**config.mk**
```make
export PLATFORM = sky130hd
export DESIGN_NAME = ctrl_pipe
export DESIGN_NICKNAME = d
export VERILOG_FILES = /design/src/rtl/ctrl_pipe.sv
export SDC_FILE = /design/constraint.sdc
export NUM_CORES = 1
export LEC_CHECK = 0
export BUFFER_PORTS_ARGS = -buffer_cell sky130_fd_sc_hd__buf_2
export CORE_AREA = 2 2 73 75
export DETAILED_ROUTE_END_ITERATION = 6
export DIE_AREA = 0 0 75 77
export GPL_TIMING_DRIVEN = 0
export HOLD_SLACK_MARGIN = 0.15
export MAX_ROUTING_LAYER = met4
export PLACE_DENSITY = 0.82
export SYNTH_ARGS = -nofsm -noshare
export SYNTH_HDL_FRONTEND = slang
export SYNTH_SLANG_ARGS = --single-unit
```
**constraint.sdc**
```tcl
create_clock -name clk_i -period 1.85 [get_ports clk_i]
set_clock_uncertainty 0.1 [all_clocks]
set_input_delay 0.185 -clock clk_i [delete_from_list [all_inputs] [get_ports clk_i]]
set_output_delay 0.185 -clock clk_i [all_outputs]
set_load 0.01 [all_outputs]
```
**src/rtl/ctrl_pipe.sv**
```systemverilog
// Control-bundle pipeline: ID/EX, EX/MEM, MEM/WB registers with bubbles,
// global hold, sticky malformed-bundle flag and a retired-instruction counter.
//
// Ports:
//   clk_i, rst_i (sync, active-high)
//   Ctrl_i[7:0]: ID bundle. Valid_i, Stall_i, Flush_i, Hold_i: ID-side controls.
//   EX_*_o, MEM_*_o, WB_*_o: per-stage strobes.
//   Err_o: sticky malformed flag. Retired_o: wrapping retired count.
module ctrl_pipe #(
  parameter int CNT_WIDTH = 32
) (
  input  logic                 clk_i,
  input  logic                 rst_i,
  input  logic [7:0]           Ctrl_i,
  input  logic                 Valid_i,
  input  logic                 Stall_i,
  input  logic                 Flush_i,
  input  logic                 Hold_i,
  output logic                 EX_Valid_o,
  output logic                 EX_ALUSrc_o,
  output logic [1:0]           EX_ALUOp_o,
  output logic                 EX_RegDst_o,
  output logic                 EX_MemRead_o,
  output logic                 EX_RegWrite_o,
  output logic                 MEM_Valid_o,
  output logic                 MEM_MemRead_o,
  output logic                 MEM_MemWrite_o,
  output logic                 MEM_RegWrite_o,
  output logic                 WB_Valid_o,
  output logic                 WB_RegWrite_o,
  output logic                 WB_MemtoReg_o,
  output logic                 Err_o,
  output logic [CNT_WIDTH-1:0] Retired_o
);

  logic [7:0]           ex_q, ex_d;
  logic                 exv_q, exv_d;
  logic [3:0]           mem_q, mem_d;
  logic                 memv_q, memv_d;
  logic [1:0]           wb_q, wb_d;
  logic                 wbv_q, wbv_d;
  logic                 err_q, err_d;
  logic [CNT_WIDTH-1:0] ret_q, ret_d;

  logic accept;
  logic bad;
  logic take;

  assign accept = Valid_i & ~Stall_i & ~Flush_i;
  // A bundle asking for both a load and a store is dropped as a bubble.
  assign bad    = accept & Ctrl_i[2] & Ctrl_i[3];
  assign take   = accept & ~bad;

  always_comb begin
    ex_d   = ex_q;
    exv_d  = exv_q;
    mem_d  = mem_q;
    memv_d = memv_q;
    wb_d   = wb_q;
    wbv_d  = wbv_q;
    err_d  = err_q;
    ret_d  = ret_q;
    if (!Hold_i) begin
      ex_d   = take ? Ctrl_i : 8'h00;
      exv_d  = take;
      mem_d  = ex_q[3:0];
      memv_d = exv_q;
      wb_d   = mem_q[1:0];
      wbv_d  = memv_q;
      err_d  = err_q | bad;
      ret_d  = ret_q + {{(CNT_WIDTH-1){1'b0}}, wbv_q};
    end
  end

  always_ff @(posedge clk_i) begin
    if (rst_i) begin
      ex_q   <= '0;
      exv_q  <= 1'b0;
      mem_q  <= '0;
      memv_q <= 1'b0;
      wb_q   <= '0;
      wbv_q  <= 1'b0;
      err_q  <= 1'b0;
      ret_q  <= '0;
    end else begin
      ex_q   <= ex_d;
      exv_q  <= exv_d;
      mem_q  <= mem_d;
      memv_q <= memv_d;
      wb_q   <= wb_d;
      wbv_q  <= wbv_d;
      err_q  <= err_d;
      ret_q  <= ret_d;
    end
  end

  assign EX_Valid_o     = exv_q;
  assign EX_ALUSrc_o    = ex_q[4];
  assign EX_ALUOp_o     = ex_q[6:5];
  assign EX_RegDst_o    = ex_q[7];
  assign EX_MemRead_o   = ex_q[2];
  assign EX_RegWrite_o  = ex_q[0];
  assign MEM_Valid_o    = memv_q;
  assign MEM_MemRead_o  = mem_q[2];
  assign MEM_MemWrite_o = mem_q[3];
  assign MEM_RegWrite_o = mem_q[0];
  assign WB_Valid_o     = wbv_q;
  assign WB_RegWrite_o  = wb_q[0];
  assign WB_MemtoReg_o  = wb_q[1];
  assign Err_o          = err_q;
  assign Retired_o      = ret_q;

endmodule

```
==> impl_metrics.yaml, run 1 <==
outcome:
  status: "finished clean"
final_layout:
  fillers: 423
  final_area_um2: 2958
  finalNonFillerCells: 393
  drive_gt1_share_pct: 35.29
  nets: 339
  num_antenna_cells: 0
  area_growth_pct: 31.19
  final_cell_mix: "61 x buf_2, 36 x nor2_1, 35 x dfxtp_1, 16 x a21oi_1, 13 x dfxtp_2"
  final_common_cell: "buf_2"
synthesis:
  yosys_warnings: 0
  synthFlopType: "dfxtp_1"
  yosysTopAreaCellShare_pct: 44.40
  netlist_area_um2: 2255
  syn-num-nets: 261
  synth_area_leaders: "dfxtp_1 44%, nor2_1 6.0%, mux2i_1 4.4%"
  synth_edf_count: 0
  synthArstFlopShare_pct: 0
  syn_inst: 244
  synth_area_leader_cell: "dfxtp_1"
  yosysSeqAreaShare_pct: 44.40
  synth-seq-cells: 50
  synth_cell_types: 38
  syn_avg_cell_area_um2: 9.240
placed_design:
  hpwlAfterDp_um: 3590
  dp_cells: 373
  portBuffers: 59
  routabilityCongestion: 0.7983
  preCtsSetupSlack_ns: -0.1418
  postPlaceCellArea_um2: 2639
critical_path:
  rrSetupSlack_ns: 0.03
  crit_path_frequent_cell: "ha_4"
  rr_endpoint: "Retired_o[14]"
  crit_type: "flop to flop"
  worstPathRequired_ns: 2.00
  slowest_stage: "dfxtp_4"
  end_kind: "flop"
  cp_max_fo: 10
  arrival_ns: 1.97
  r2r_cells: 7
  start_kind: "flop"
  slowest_delay_ns: 0.38
  worstPathCellList: "ha_4 > ha_4 > and2b_4 > nand4_4 > buf_6 > or3_1 > a21oi_1"
  timing.rr.start: "Retired_o[0]"
detailed_routing:
  drtIter0Drc: 118
  firstDrtPassIters: 5
  drt-total-wl_um: 5446
  wl_per_cell_um: 13.86
  viasPerCell: 5.397
  final_antenna_net_count: 0
  vias: 2121
  drc_errors: 0
grt:
  grt_pass1_wl_um: 8894
  grt_overflow: 0
  grtUsageTotal_pct: 19.89
  antenna_found_initial: 0
  grt_max_degree: 18
  grt_pass1_vias: 1920
clocking:
  cts_sinks: 50
  clk_path_buf_depth: 2
  clk_pin_slew_worst_paths_ns: 0.10
  cts_buffers: 5
  clk_latency_ns: 0.31
  htreeDepth: 2
  cts_tree: "done"
  clockRootBuffer: "clkbuf_8"
min_path:
  holdPathEnd: "Retired_o[29]"
  hold_depth: 2
  hp-start: "rst_i"
  hp-class: "input pin to flop"
floorplan:
  die_h_um: 77
  row_count: 26
  die_x_um: 75
  core_area_um2: 4977
  fp.dieArea_um2: 5775
  io_pins: 61
  initial_core_util_pct: 45.30
timing:
  slew_headroom_pct: 67.54
  rsz0062_at_grt: "true"
  max_freq_mhz: 549.3
  min_period_ns: 1.820
  min_period_over_period_pct: 98.40
  hold_violations: 0
  setup_violations: 0
  tns_ns: 0
  drv_slew: 0
  fin_ws_ns: 0.02965
  tightest_slew_ns: 0.4869
power:
  powerDensity_nw_per_um2: 620.3
  total_power_mw: 1.835
  ir_drop_mv: 0.5131
  leakage_nw: 1.308
job:
  max_cap_viol_count: 0
[per-layer routing]
layer / track usage [%] / wire length (um) / vias to the layer above
li1: - / - / 1044
met1: 24.25 / 2397 / 1002
met2: 32.11 / 2650 / 67
met3: 6.045 / 331 / 8
met4: 4.286 / 66 / 0
met5: - / 0 / -
[cell usage after synthesis (2+ instances only)]
master and number:
nor4_1 2, buf_2 4, o31ai_1 11, nand4_1 6, and3b_1 2, o21ai_0 4
xnor2_1 2, buf_1 3, mux2_2 3, xor2_1 7, dfxtp_1 50, mux2_1 3
nor2_1 36, a21oi_1 16, or3_1 4, nor2b_1 5, and4_1 5, nand4_4 2
a22oi_1 8, inv_1 4, buf_4 4, mux2i_1 10, ha_1 3, clkbuf_1 4
nor3_1 3, and3_1 3, or4_1 11, nand2_1 11, nand3_1 9
[logic make-up (layout without fill, tap and decap cells)]
group           count (synthesis)  count (layout)  synth area share, %
fa+ha+maj                       3               3                1.665
buf+inv                        19              97                4.051
xor+xnor                        9               9                3.496
flops                          50              50                44.40
simple gates                  106             107                27.36
compound gates                 41              41                11.60
mux                            16              16                7.436
[sequential cells by signal, summed over array words and instances (netlist names)]
register / flops
EX_Valid_o: 1
Err_o: 1
MEM_Valid_o: 1
Retired_o: 32
WB_Valid_o: 1
ex_q: 8
mem_q: 4
wb_q: 2
[worst max path at each step]
stage,cells past startpoint,to,from
final,7,Retired_o[14],Retired_o[0]
after global routing,7,Retired_o[14],WB_Valid_o
after detailed placement,7,Retired_o[14],Retired_o[0]
after CTS,6,Retired_o[26],Retired_o[0]
after global placement,7,Retired_o[14],WB_Valid_o
after floorplan,7,Retired_o[14],WB_Valid_o
[critical path, delay by kind of cell, from the launching register on]
| kind | cells | cell delay (ns) |
|---|---|---|
| buffers and inverters | 1 | 0.21 |
| adder cells (fa/ha/maj) | 2 | 0.27 |
| flip-flops | 1 | 0.38 |
| AO/OA/AOI/OAI | 1 | 0.13 |
| AND/OR/NAND/NOR | 3 | 0.65 |
[through the flow]
stage,utilization (%),hold slack (ns)
2_1_floorplan,-,0.2291
3_3_place_gp,53.02,0.3156
3_5_place_dp,53.02,0.3315
4_1_cts,58.47,0.1704
5_1_grt,59.43,0.2127
6_report,59.43,0.1834
[repair_timing]
item,4_1_cts,5_1_grt
pin swaps,4,3
hold endpoints to repair,9,0
endpoints found under the setup margin,13,12
hold buffers,8,0
buffers inserted,2,1
gates cloned,1,0
gates resized for setup,19,16
[area by class of cell]
type	count	area, um2	share of cell area, %
tap	70	87.58	2.961
inverter	4	15.01	0.5076
clock inverter	3	25.02	0.8460
multi-input combinational	176	1250	42.26
timing repair buffer	70	397.9	13.45
clock buffer	5	68.82	2.327
buffer	15	88.84	3.003
sequential	50	1025	34.64
[report_power, final]
| part | total [mW] | switching (mW) | internal, mW |
|---|---|---|---|
| registers | 1.08 | 0.00234 | 1.08 |
| logic | 0.0822 | 0.0448 | 0.0373 |
| clock network | 0.674 | 0.401 | 0.274 |
| total | 1.83 | 0.448 | 1.39 |
(Power assumes the default switching activity.)
==> inputs of run 2 (changes only) <==
Settings changed: CORE_AREA 2 2 73 75 to 2 2 86 63, DIE_AREA 0 0 75 77 to 0 0 88 65, PLACE_DENSITY 0.82 to 0.84.
==> impl_metrics.yaml, run 2 (synthesis gave the netlist of run 1 again) <==
critical_path:
  rrSetupSlack_ns: 0.01
  arrival_ns: 1.94
  slowest_stage: "dfxtp_4"
  crit_path_frequent_cell: "ha_4"
  worstPathRequired_ns: 1.95
  cp_max_fo: 5
  end_kind: "flop"
  crit_type: "flop to flop"
  critPathTopFamily: "simple AND/OR/NAND/NOR gates"
  slowest_delay_ns: 0.38
  start_kind: "flop"
  worstPathCellList: "ha_4 > ha_4 > and2b_4 > nand4_4 > nor4b_4 > mux2_4"
  worst-path-buf-inv: 0
clocking:
  cts_tree: "done"
  clk_latency_ns: 0.30
  clk_pin_slew_worst_paths_ns: 0.10
  cts_buffers: 5
  clk_path_buf_depth: 2
  htreeDepth: 2
  cts_sinks: 50
  clockRootBuffer: "clkbuf_8"
timing:
  drv_slew: 0
  min_period_over_period_pct: 99.33
  tightest_slew_ns: 0.5152
  setup_violations: 0
  hold_violations: 0
  fin_ws_ns: 0.01232
  min_period_ns: 1.838
  rsz0062_at_grt: "true"
  max_freq_mhz: 544.2
  slew_headroom_pct: 65.66
  tns_ns: 0
detailed_routing:
  drt-total-wl_um: 5792
  vias: 2126
  viasPerCell: 5.355
  final_antenna_net_count: 0
  drtIter0Drc: 152
  wl_per_cell_um: 14.59
  drc_errors: 0
  firstDrtPassIters: 6
floorplan:
  io_pins: 61
  initial_core_util_pct: 45.25
  fp.dieArea_um2: 5720
  die_h_um: 65
  core_area_um2: 4982
  die_x_um: 88
  row_count: 22
power:
  leakage_nw: 1.313
  powerDensity_nw_per_um2: 650.9
  total_power_mw: 1.940
  ir_drop_mv: 0.4196
placed_design:
  portBuffers: 59
  routabilityCongestion: 0.7848
  preCtsSetupSlack_ns: -0.1963
  postPlaceCellArea_um2: 2641
  hpwlAfterDp_um: 3733
final_layout:
  final_area_um2: 2980
  final_common_cell: "buf_2"
  final_cell_mix: "61 x buf_2, 37 x dfxtp_1, 36 x nor2_1, 16 x a21oi_1"
  drive_gt1_share_pct: 35.08
  largest_reg_flops: 32
  fillers: 412
  seq_area_um2: 1022
  num_antenna_cells: 0
  multi_input_area_um2: 1242
  area_growth_pct: 32.19
  nets: 341
grt:
  grt_overflow: 0
  grt_pass1_vias: 1807
  antenna_found_initial: 0
  grtUsageTotal_pct: 20.17
  grt_max_degree: 17
  grt_pass1_wl_um: 8714
min_path:
  hp-class: "input pin to flop"
outcome:
  status: "finished clean"
job:
  max_cap_viol_count: 0
==> run 2: changes by cell type in the layout (fill, tap and decap cells not counted), sizes merged <==
cell	change
buf	+2
clkinvlp	-1
bufinv	+1
==> run 2: cell type report <==
class	instances	area share (%)
Buffer	15	2.855
Clock buffer	5	2.309
Clock inverter	3	1.469
Inverter	4	0.5038
Multi-Input combinational cell	176	41.69
Sequential cell	50	34.30
Tap cell	72	3.023
Timing Repair Buffer	72	13.85
==> run 2: what timing repair did <==
| item | CTS | global route |
|---|---|---|
| gates resized for setup | 18 | 15 |
| pin swaps | 5 | 3 |
| cloned | 1 | 0 |
| hold buffers | 8 | 0 |
| endpoints found under the setup margin | 15 | 10 |
| endpoints found under the hold margin | 8 | 0 |
| buffers inserted | 3 | 2 |
==> run 2: power breakdown <==
group	switching (mW)	total, mW	internal [mW]	leakage (nW)
Combinational	0.0485	0.0860	0.0374	0.844
Sequential	0.00237	1.08	1.08	0.410
Clock	0.370	0.776	0.406	0.0585
==> run 2: layer usage <==
layer  track usage (%)  wire (um)  part of all wire, %
met5                 -          0                    0
met4             6.923         79                  1.4
met3             4.204        320                  5.5
met2             31.06       2747                   47
met1             26.37       2644                   46
==> run 2: path summary, 6_finish.rpt <==
path | start | endpoint | cells after the start
min reg2reg | Err_o | Err_o | 1
min | rst_i | Retired_o[27] | 2
max | WB_Valid_o | Retired_o[26] | 6
max reg2reg | WB_Valid_o | Retired_o[26] | 6
==> run 2: worst reg2reg max path, stage by stage (launching register included) <==
cell and delay (ns):
dfxtp_4 0.38, ha_4 0.14, ha_4 0.11, and2b_4 0.19
nand4_4 0.16, nor4b_4 0.33, mux2_4 0.32
==> run 2: through the flow <==
step / hold slack, ns / utilization [%] / std cells
global route: 0.2148 / 59.82 / 397
global placement: 0.3149 / 53.01 / 375
detailed placement: 0.3241 / 53.01 / 375
CTS: 0.1917 / 58.84 / 395
finish: 0.2074 / 59.82 / 397
floorplan: 0.2291 / - / 244
==> inputs of run 3 (changes only) <==
Settings changed: MAX_ROUTING_LAYER met4 to unset, REMOVE_ABC_BUFFERS set to 1.
==> impl_metrics.yaml, run 3 (synthesis gave the netlist of run 1 again) <==
outcome:
  status: "complete, but fails checks"
  failed_checks: "negative setup slack"
clocking:
  htreeDepth: 2
  cts_buffers: 5
  clk_pin_slew_worst_paths_ns: 0.09
  cts_sinks: 50
  clockRootBuffer: "clkbuf_8"
  clk_path_buf_depth: 2
  clk_latency_ns: 0.30
  cts_tree: "done"
min_path:
  hp-class: "input pin to flop"
  hold_depth: 4
  holdPathEnd: "Err_o"
  hp-start: "Flush_i"
final_layout:
  seq_area_um2: 1016
  final_cell_mix: "60 x buf_2, 42 x dfxtp_1, 36 x nor2_1, 15 x a21oi_1"
  multi_input_area_um2: 1260
  fillers: 420
  area_growth_pct: 33.52
  nets: 333
  finalNonFillerCells: 389
  num_antenna_cells: 0
  final_common_cell: "buf_2"
  largest_reg_flops: 32
  drive_gt1_share_pct: 36.28
  final_area_um2: 3010
detailed_routing:
  viasPerCell: 5.316
  drtIter0Drc: 116
  drt-total-wl_um: 5232
  firstDrtPassIters: 4
  wl_per_cell_um: 13.45
  drc_errors: 0
  final_antenna_net_count: 0
  vias: 2068
grt:
  antenna_found_initial: 0
  grt_pass1_vias: 1904
  grt_overflow: 0
  grt_max_degree: 57
  grt_pass1_wl_um: 8638
  grtUsageTotal_pct: 18.66
placed_design:
  dp_cells: 361
  hpwlAfterDp_um: 3200
  preCtsSetupSlack_ns: -0.3685
  portBuffers: 60
  routabilityCongestion: 0.7567
  postPlaceCellArea_um2: 2569
floorplan:
  core_area_um2: 4982
  die_x_um: 88
  fp.dieArea_um2: 5720
  die_h_um: 65
  io_pins: 61
  row_count: 22
  initial_core_util_pct: 45.25
critical_path:
  rr_endpoint: "Retired_o[16]"
  rrSetupSlack_ns: -0.03
  worstPathRequired_ns: 1.97
  start_kind: "flop"
  slowest_stage: "or4_4"
  slowest_delay_ns: 0.42
  crit_type: "flop to flop"
  end_kind: "flop"
  timing.rr.start: "Retired_o[0]"
  crit_path_frequent_cell: "ha_4"
  arrival_ns: 2.00
  worstPathCellList: "ha_4 > ha_4 > and2b_2 > nand4_4 > buf_12 > or4_4 > a21oi_2"
  cp_max_fo: 8
  r2r_cells: 7
power:
  powerDensity_nw_per_um2: 693.6
  leakage_nw: 1.322
  ir_drop_mv: 0.3611
  total_power_mw: 2.088
timing:
  rsz0062_at_grt: "true"
  slew_headroom_pct: 34.22
  fin_ws_ns: -0.02957
  drv_slew: 0
  tns_ns: -0.06024
  tightest_slew_ns: 0.9866
  max_freq_mhz: 532.0
  min_period_over_period_pct: 101.6
  setup_violations: 4
  hold_violations: 0
  min_period_ns: 1.880
job:
  max_cap_viol_count: 0
-- run 3: through the flow --
step                      hold slack [ns]  util, %
final                              0.2717    60.42
after global routing               0.2945    60.42
after detailed placement           0.3241    51.56
after floorplan                    0.1541        -
after global placement             0.3128    51.56
after CTS                          0.2460    58.29
-- run 3: critical path, delay by kind of cell, from the launching register on --
family          cells  cell delay, ns
fa+ha+maj           2            0.25
buf+inv             1            0.20
compound gates      1            0.12
simple gates        3            0.75
flops               1            0.38
-- run 3: power by group --
group	switching [mW]	internal, mW
Clock	0.356	0.577
Combinational	0.0433	0.0341
Sequential	0.00236	1.08
Total	0.401	1.69
-- run 3: worst max path at each step --
stage            startpoint            end  slack [ns]  depth (start not counted)
2_1_floorplan    WB_Valid_o  Retired_o[26]       -0.12                          6
3_3_place_gp     WB_Valid_o  Retired_o[26]       -0.26                          6
3_5_place_dp     WB_Valid_o  Retired_o[26]       -0.37                          6
4_1_cts          WB_Valid_o  Retired_o[16]       -0.02                          7
5_1_grt        Retired_o[0]  Retired_o[16]       -0.11                          7
6_report       Retired_o[0]  Retired_o[16]       -0.03                          7
-- run 3: layer usage --
layer | up-vias | track usage, % | routed length [um]
li1 | 1028 | - | -
met1 | 978 | 24.63 | 2511
met2 | 60 | 30.68 | 2385
met3 | 2 | 5.605 | 319
met4 | 0 | 2.885 | 16
met5 | - | 0 | 0
-- run 3: what timing repair did --
item	4_1_cts	5_1_grt
cloned	0	0
pin swaps	7	2
hold buffers	8	0
buffers inserted	7	5
gates resized for setup	13	22
endpoints found under the setup margin	20	19
endpoints found under the hold margin	8	0
-- run 3: final cells by class --
cell class                 instances  share of cell area [%]
multi-input combinational        175                   41.85
sequential                        50                   33.75
timing repair buffer              80                   16.17
tap                               72                   2.993
clock buffer                       6                   2.743
clock inverter                     2                   1.995
inverter                           4                  0.4988
